### src/rtl/note_field_engine.sv
// Falling-note field: up to NUM_SLOTS rectangles across NUM_LANES lanes, with spawn handshake,
// per-frame motion, hit-window judging and bottom-limit misses.
module note_field_engine #(
  parameter int unsigned NUM_SLOTS = 8,
  parameter int unsigned NUM_LANES = 4,
  parameter int unsigned Y_W       = 13,
  parameter int unsigned SPEED_W   = 4,
  parameter int unsigned Y_LIMIT   = 480,
  parameter int unsigned HIT_LO    = 400,
  parameter int unsigned HIT_HI    = 440,
  parameter int unsigned CNT_W     = 16,
  localparam int unsigned LANE_W   = (NUM_LANES > 1) ? $clog2(NUM_LANES) : 1
) (
  input  logic                        frame_clk,
  input  logic                        Reset,
  input  logic [SPEED_W-1:0]          speed,
  input  logic                        pause,
  input  logic                        spawn_valid,
  input  logic [LANE_W-1:0]           spawn_lane,
  input  logic [Y_W-1:0]              spawn_y,
  output logic                        spawn_ready,
  input  logic [NUM_LANES-1:0]        hit_req,
  output logic [NUM_SLOTS*Y_W-1:0]    rect_y,
  output logic [NUM_SLOTS*LANE_W-1:0] rect_lane,
  output logic [NUM_SLOTS-1:0]        rect_active,
  output logic [NUM_LANES-1:0]        hit_pulse,
  output logic [NUM_LANES-1:0]        miss_pulse,
  output logic [CNT_W-1:0]            hit_count,
  output logic [CNT_W-1:0]            miss_count
);

  localparam int unsigned SLOT_W = (NUM_SLOTS > 1) ? $clog2(NUM_SLOTS) : 1;
  localparam int unsigned INC_W  = $clog2(NUM_LANES + NUM_SLOTS + 1);
  localparam int unsigned SUM_W  = CNT_W + INC_W;

  logic [NUM_SLOTS-1:0] activeQ, activeD;
  logic [Y_W-1:0]       yQ    [NUM_SLOTS];
  logic [Y_W-1:0]       yD    [NUM_SLOTS];
  logic [LANE_W-1:0]    laneQ [NUM_SLOTS];
  logic [LANE_W-1:0]    laneD [NUM_SLOTS];
  logic [NUM_LANES-1:0] hitPulseQ, hitPulseD, missPulseQ, missPulseD;
  logic [CNT_W-1:0]     hitCountQ, hitCountD, missCountQ, missCountD;

  logic [NUM_SLOTS-1:0] hitClr;
  logic [INC_W-1:0]     hitInc, missInc;
  logic [Y_W:0]         ySum;
  logic                 found, freeFound;
  logic [SLOT_W-1:0]    freeIdx;
  logic [LANE_W-1:0]    spawnLane;
  logic [SUM_W-1:0]     hitSum, missSum;

  assign spawn_ready = |(~activeQ);
  assign spawnLane   = (32'(spawn_lane) >= NUM_LANES) ? LANE_W'(NUM_LANES - 1) : spawn_lane;

  always_comb begin
    activeD    = activeQ;
    yD         = yQ;
    laneD      = laneQ;
    hitPulseD  = '0;
    missPulseD = '0;
    hitClr     = '0;
    hitInc     = '0;
    missInc    = '0;
    ySum       = '0;
    found      = 1'b0;
    freeFound  = 1'b0;
    freeIdx    = '0;

    if (!pause) begin
      // Hit judging sees only pre-edge positions; each lane takes its lowest in-window slot.
      for (int l = 0; l < int'(NUM_LANES); l++) begin
        if (hit_req[l]) begin
          found = 1'b0;
          for (int s = 0; s < int'(NUM_SLOTS); s++) begin
            if (!found && activeQ[s] && (laneQ[s] == LANE_W'(l)) &&
                (yQ[s] >= Y_W'(HIT_LO)) && (yQ[s] <= Y_W'(HIT_HI))) begin
              found     = 1'b1;
              hitClr[s] = 1'b1;
            end
          end
          if (found) begin
            hitPulseD[l] = 1'b1;
            hitInc       = hitInc + INC_W'(1);
          end else begin
            missPulseD[l] = 1'b1;
            missInc       = missInc + INC_W'(1);
          end
        end
      end

      for (int s = 0; s < int'(NUM_SLOTS); s++) begin
        if (activeQ[s]) begin
          if (hitClr[s]) begin
            activeD[s] = 1'b0;
          end else begin
            ySum = {1'b0, yQ[s]} + (Y_W + 1)'(speed);
            if (ySum >= (Y_W + 1)'(Y_LIMIT)) begin
              activeD[s]            = 1'b0;
              missPulseD[laneQ[s]]  = 1'b1;
              missInc               = missInc + INC_W'(1);
            end else begin
              yD[s] = ySum[Y_W-1:0];
            end
          end
        end
      end
    end

    // Free slot is chosen from registered flags, so a slot retired this edge waits a frame.
    for (int s = 0; s < int'(NUM_SLOTS); s++) begin
      if (!freeFound && !activeQ[s]) begin
        freeFound = 1'b1;
        freeIdx   = SLOT_W'(s);
      end
    end
    if (spawn_valid && freeFound) begin
      activeD[freeIdx] = 1'b1;
      yD[freeIdx]      = spawn_y;
      laneD[freeIdx]   = spawnLane;
    end
  end

  always_comb begin
    hitSum     = SUM_W'(hitCountQ) + SUM_W'(hitInc);
    missSum    = SUM_W'(missCountQ) + SUM_W'(missInc);
    hitCountD  = (hitSum[SUM_W-1:CNT_W] != '0) ? '1 : hitSum[CNT_W-1:0];
    missCountD = (missSum[SUM_W-1:CNT_W] != '0) ? '1 : missSum[CNT_W-1:0];
  end

  always_ff @(posedge frame_clk or posedge Reset) begin
    if (Reset) begin
      activeQ    <= '0;
      hitPulseQ  <= '0;
      missPulseQ <= '0;
      hitCountQ  <= '0;
      missCountQ <= '0;
      for (int s = 0; s < int'(NUM_SLOTS); s++) begin
        yQ[s]    <= '0;
        laneQ[s] <= '0;
      end
    end else begin
      activeQ    <= activeD;
      hitPulseQ  <= hitPulseD;
      missPulseQ <= missPulseD;
      hitCountQ  <= hitCountD;
      missCountQ <= missCountD;
      for (int s = 0; s < int'(NUM_SLOTS); s++) begin
        yQ[s]    <= yD[s];
        laneQ[s] <= laneD[s];
      end
    end
  end

  for (genvar g = 0; g < int'(NUM_SLOTS); g++) begin : gOut
    assign rect_y[g*Y_W +: Y_W]          = yQ[g];
    assign rect_lane[g*LANE_W +: LANE_W] = laneQ[g];
  end

  assign rect_active = activeQ;
  assign hit_pulse   = hitPulseQ;
  assign miss_pulse  = missPulseQ;
  assign hit_count   = hitCountQ;
  assign miss_count  = missCountQ;

endmodule

### config.mk
export PLATFORM = sky130hd
export DESIGN_NAME = note_field_engine
export DESIGN_NICKNAME = d
export VERILOG_FILES = /design/src/rtl/note_field_engine.sv
export SDC_FILE = /design/constraint.sdc
export NUM_CORES = 1
export LEC_CHECK = 0
export BUFFER_PORTS_ARGS = -buffer_cell sky130_fd_sc_hd__buf_2
export CAP_MARGIN = 20
export CORE_ASPECT_RATIO = 1.4
export CORE_MARGIN = 1.5
export CORE_UTILIZATION = 25
export DETAILED_ROUTE_END_ITERATION = 8
export PLACE_DENSITY = 0.4
export SYNTH_ARGS = -nofsm -noshare
export SYNTH_HDL_FRONTEND = slang
export SYNTH_SLANG_ARGS = --single-unit
### constraint.sdc
create_clock -name frame_clk -period 25.8 [get_ports frame_clk]
set_input_delay 2.58 -clock frame_clk [delete_from_list [all_inputs] [get_ports frame_clk]]
set_output_delay 2.58 -clock frame_clk [all_outputs]
set_load 0.005 [all_outputs]
==> impl_metrics.py <==
metrics = {
    "route": {
        "num_vias": 11568,
        "vias_per_cell": 5.114,
        "drc": 11,
        "antenna_left": 0,
        "wirelength_um": 50060,
        "drtIter0Drc": 711,
        "wl_per_cell_um": 22.13,
        "dr.pass1.iters": 7,
    },
    "synthesis": {
        "synth_edf_count": 0,
        "avgSynthCellArea_sq_um": 8.746,
        "ys_seq_area_share_pct": 32.99,
        "synth_seq_cells": 168,
        "ys_warn_count": 0,
        "ys.flop_type": "dfrtp_1",
        "synth_cell_types": 110,
        "synth.cell_area_sq_um": 12740,
        "synthCells": 1457,
        "syn-num-nets": 1547,
        "synthArstFlopShare_pct": 100.0,
    },
    "timing": {
        "totalNegativeSetupSlack_ns": 0,
        "tightestPinTransition_ns": 1.044,
        "setup_violations": 0,
        "finalHoldViolCount": 0,
        "clock_skew_ns": 0.01385,
        "rsz0062_at_grt": "no",
        "setup_ws_ns": 14.71,
        "fmax_ghz": 0.09014,
        "hold_slack_ns": 0.5247,
        "slew_headroom_pct": 30.21,
        "post-route-min-period_ns": 11.09,
        "slew_viol_final": 0,
        "period_share_pct": 43.00,
    },
    "global_routing": {
        "grt_max_degree": 71,
        "grt_util_met3_pct": 4.021,
        "antenna_found_initial": 1,
        "grt.busiest_layer": "met2",
        "grtUsageTotal_pct": 19.25,
        "use_met1_pct": 22.89,
        "grt_pass1_vias": 11766,
        "grt.overflow.total": 0,
        "use_met2_pct": 34.31,
        "grt_pass1_wl_um": 76000,
    },
    "die": {
        "die_w_um": 193.8,
        "pin_count": 196,
        "rows": 97,
        "die_area_sq_um": 52360,
        "core_sq_um": 50250,
        "initial_core_util_pct": 25.36,
        "die_height_um": 270.1,
    },
    "final_layout": {
        "syn_to_final_growth_pct": 16.74,
        "layout.nets": 1696,
        "num-fill-cells": 5470,
        "stdcell_count": 2262,
        "drive_gt1_share_pct": 20.88,
        "antennaDiodeCount": 0,
    },
    "clock_tree": {
        "clock-sinks": 168,
        "clock_latency_ns": 0.47,
        "holdBufCountCts": 0,
        "cts_resized": 0,
        "cts_root_buf": "clkbuf_16",
        "numCtsBuffers": 17,
        "cts_max_path_buffers": 2,
        "cts_max_level": 4,
        "clkTransAtPathRegs_ns": 0.07,
        "postCtsSetupBuffers": 0,
        "cts_tree": "built",
    },
    "min_path": {
        "hold_path.class": "reg2reg",
    },
    "run_status": {
        "status": "finished with violations",
        "violations": "DRC",
    },
    "setup_path": {
        "start_kind": "primary input",
        "critPathRequiredTime_ns": 26.13,
        "end_kind": "flop",
        "rrSetupSlack_ns": 15.29,
        "cp_slowest_cell": "fa_1",
        "path_delay_family": "simple AND/OR/NAND/NOR gates",
        "arrival_ns": 11.42,
        "worstSetupPathType": "in2reg",
        "cp_max_fo": 13,
        "worst-path-buf-inv": 3,
        "cpMostUsedCell": "nor2_1",
        "critPathMaxStageDelay_ns": 0.59,
    },
    "placed_design": {
        "dp_hpwl_um": 37080,
        "dp_cells": 2228,
        "port_buffers": 195,
        "gp_congestion": 0.8602,
        "place_ws_ns": 14.13,
    },
    "pwr": {
        "p_leak_nw": 6.710,
        "power_mw": 1.688,
        "power_density_nw_per_um2": 113.5,
        "ir_worst_vdd_uv": 52.27,
    },
    "job": {
        "cap_violations": 0,
    },
}
==> sequential cells by signal (all words and copies together), names as in the netlist <==
signal and flops:
miss_count 16, rect_y 104, hit_count 16, rect_lane 16
rect_active 8, miss_pulse 4, hit_pulse 4
==> final timing paths <==
path                                       start                        to  cells past startpoint
hold reg to reg            rect_y[101]$_DFF_PP0_     rect_y[101]$_DFF_PP0_                      1
setup reg to reg            rect_y[40]$_DFF_PP0_   miss_count[6]$_DFF_PP0_                     47
max in group asynchronous                  Reset  rect_active[2]$_DFF_PP0_                      4
setup / recovery                        speed[1]   miss_count[6]$_DFF_PP0_                     37
hold / removal             rect_y[101]$_DFF_PP0_     rect_y[101]$_DFF_PP0_                      1
min in group asynchronous                  Reset  miss_count[14]$_DFF_PP0_                      2
==> logic make-up after synthesis <==
logic type | after synthesis | synth area share [%]
and+or+nand+nor | 599 | 23.84
DFF | 168 | 32.99
xor gates and xnor gates | 110 | 8.581
buffers and inverters | 133 | 4.713
AOI/OAI and AO/OA | 299 | 15.81
adders and majority gates | 63 | 6.775
muxes | 85 | 7.295
==> Yosys cell counts, types with 5 or more instances <==
| cell | n | area, sq um |
|---|---|---|
| nor4_1 | 16 | 100.1 |
| o21ai_0 | 58 | 290.3 |
| mux2_2 | 53 | 596.8 |
| xnor2_1 | 55 | 481.7 |
| nand4_1 | 28 | 175.2 |
| and2_1 | 11 | 68.82 |
| fa_1 | 10 | 200.2 |
| or3_1 | 8 | 50.05 |
| mux2i_1 | 31 | 310.3 |
| o31ai_1 | 5 | 37.54 |
| or2_2 | 5 | 31.28 |
| xor2_1 | 46 | 402.9 |
| dfrtp_1 | 168 | 4204 |
| nand3_1 | 52 | 260.3 |
| buf_2 | 9 | 45.04 |
| a31oi_1 | 12 | 75.07 |
| ha_1 | 53 | 663.1 |
| nand2_1 | 159 | 596.8 |
| nor3_1 | 36 | 180.2 |
| a21oi_1 | 95 | 475.5 |
| nor3b_1 | 8 | 60.06 |
| a211oi_1 | 10 | 75.07 |
| clkbuf_1 | 40 | 150.1 |
| o22ai_1 | 13 | 81.33 |
| o21a_1 | 6 | 45.04 |
| buf_1 | 9 | 33.78 |
| nand4b_1 | 7 | 61.31 |
| o211ai_1 | 12 | 90.09 |
| a32oi_1 | 7 | 61.31 |
| nand2b_1 | 16 | 100.1 |
| nor2b_1 | 29 | 181.4 |
| o211a_1 | 5 | 50.05 |
| a21o_1 | 18 | 135.1 |
| nor2_1 | 151 | 566.8 |
| nand3b_1 | 12 | 90.09 |
| and3_1 | 20 | 125.1 |
| inv_1 | 59 | 221.5 |
| or4_1 | 5 | 37.54 |
==> where the power goes <==
part	switching, mW	total [mW]	internal (mW)	leakage (nW)
sequential	0.173	0.525	0.352	2.11
combinational	0.473	0.868	0.395	4.30
clock	0.126	0.295	0.169	0.307
==> layout make-up <==
type	instances	area, sq um	area share (%)
clock buffers	20	456.7	3.070
clock inverters	12	187.7	1.262
inverters	60	230.2	1.548
multi-input cells	1156	7943	53.39
flip-flops and latches	168	4204	28.26
well taps	643	804.5	5.408
repair buffers	203	1051	7.065
==> worst reg2reg max path, delay by kind of cell, from the launching register on <==
family | cells | cell delay, ns
compound gates | 13 | 2.91
xor+xnor | 3 | 0.65
fa+ha+maj | 9 | 2.92
buf+inv | 4 | 0.26
flops | 1 | 0.43
mux | 3 | 0.33
simple gates | 15 | 2.92
==> cell usage in the layout, fill, tap and decap left out, types with 8 or more instances in the layout <==
master	n
a21oi_1	95
dfrtp_1	168
a21o_1	18
fa_1	10
mux2i_1	31
buf_2	195
and2_1	11
a211oi_1	10
nor3_1	36
ha_1	53
mux2_2	53
o211ai_1	12
and3_1	20
nand4_1	28
xor2_1	46
or3_1	8
nor4_1	16
a31oi_1	12
nand2b_1	16
o21ai_0	58
nor3b_1	8
inv_1	58
xnor2_1	55
nand2_1	159
nand3_1	52
clkbuf_16	17
nor2b_1	29
o22ai_1	13
nand3b_1	12
nor2_1	151
==> through the flow <==
stage | util [%] | area (sq um)
3_5_place_dp | 28.27 | 14200
6_report | 29.61 | 14880
4_1_cts | 29.55 | 14850
3_3_place_gp | 28.27 | 14200
2_1_floorplan | - | 12740
5_1_grt | 29.61 | 14880
==> per-layer routing <==
metal	share of wire (%)	up-vias	routed length [um]
met4	2.5	0	1246
met1	42	5725	21010
li1	-	5495	-
met3	4.9	54	2459
met5	0	-	0
met2	51	294	25350
No activity file was read; power rests on OpenSTA's default activity.
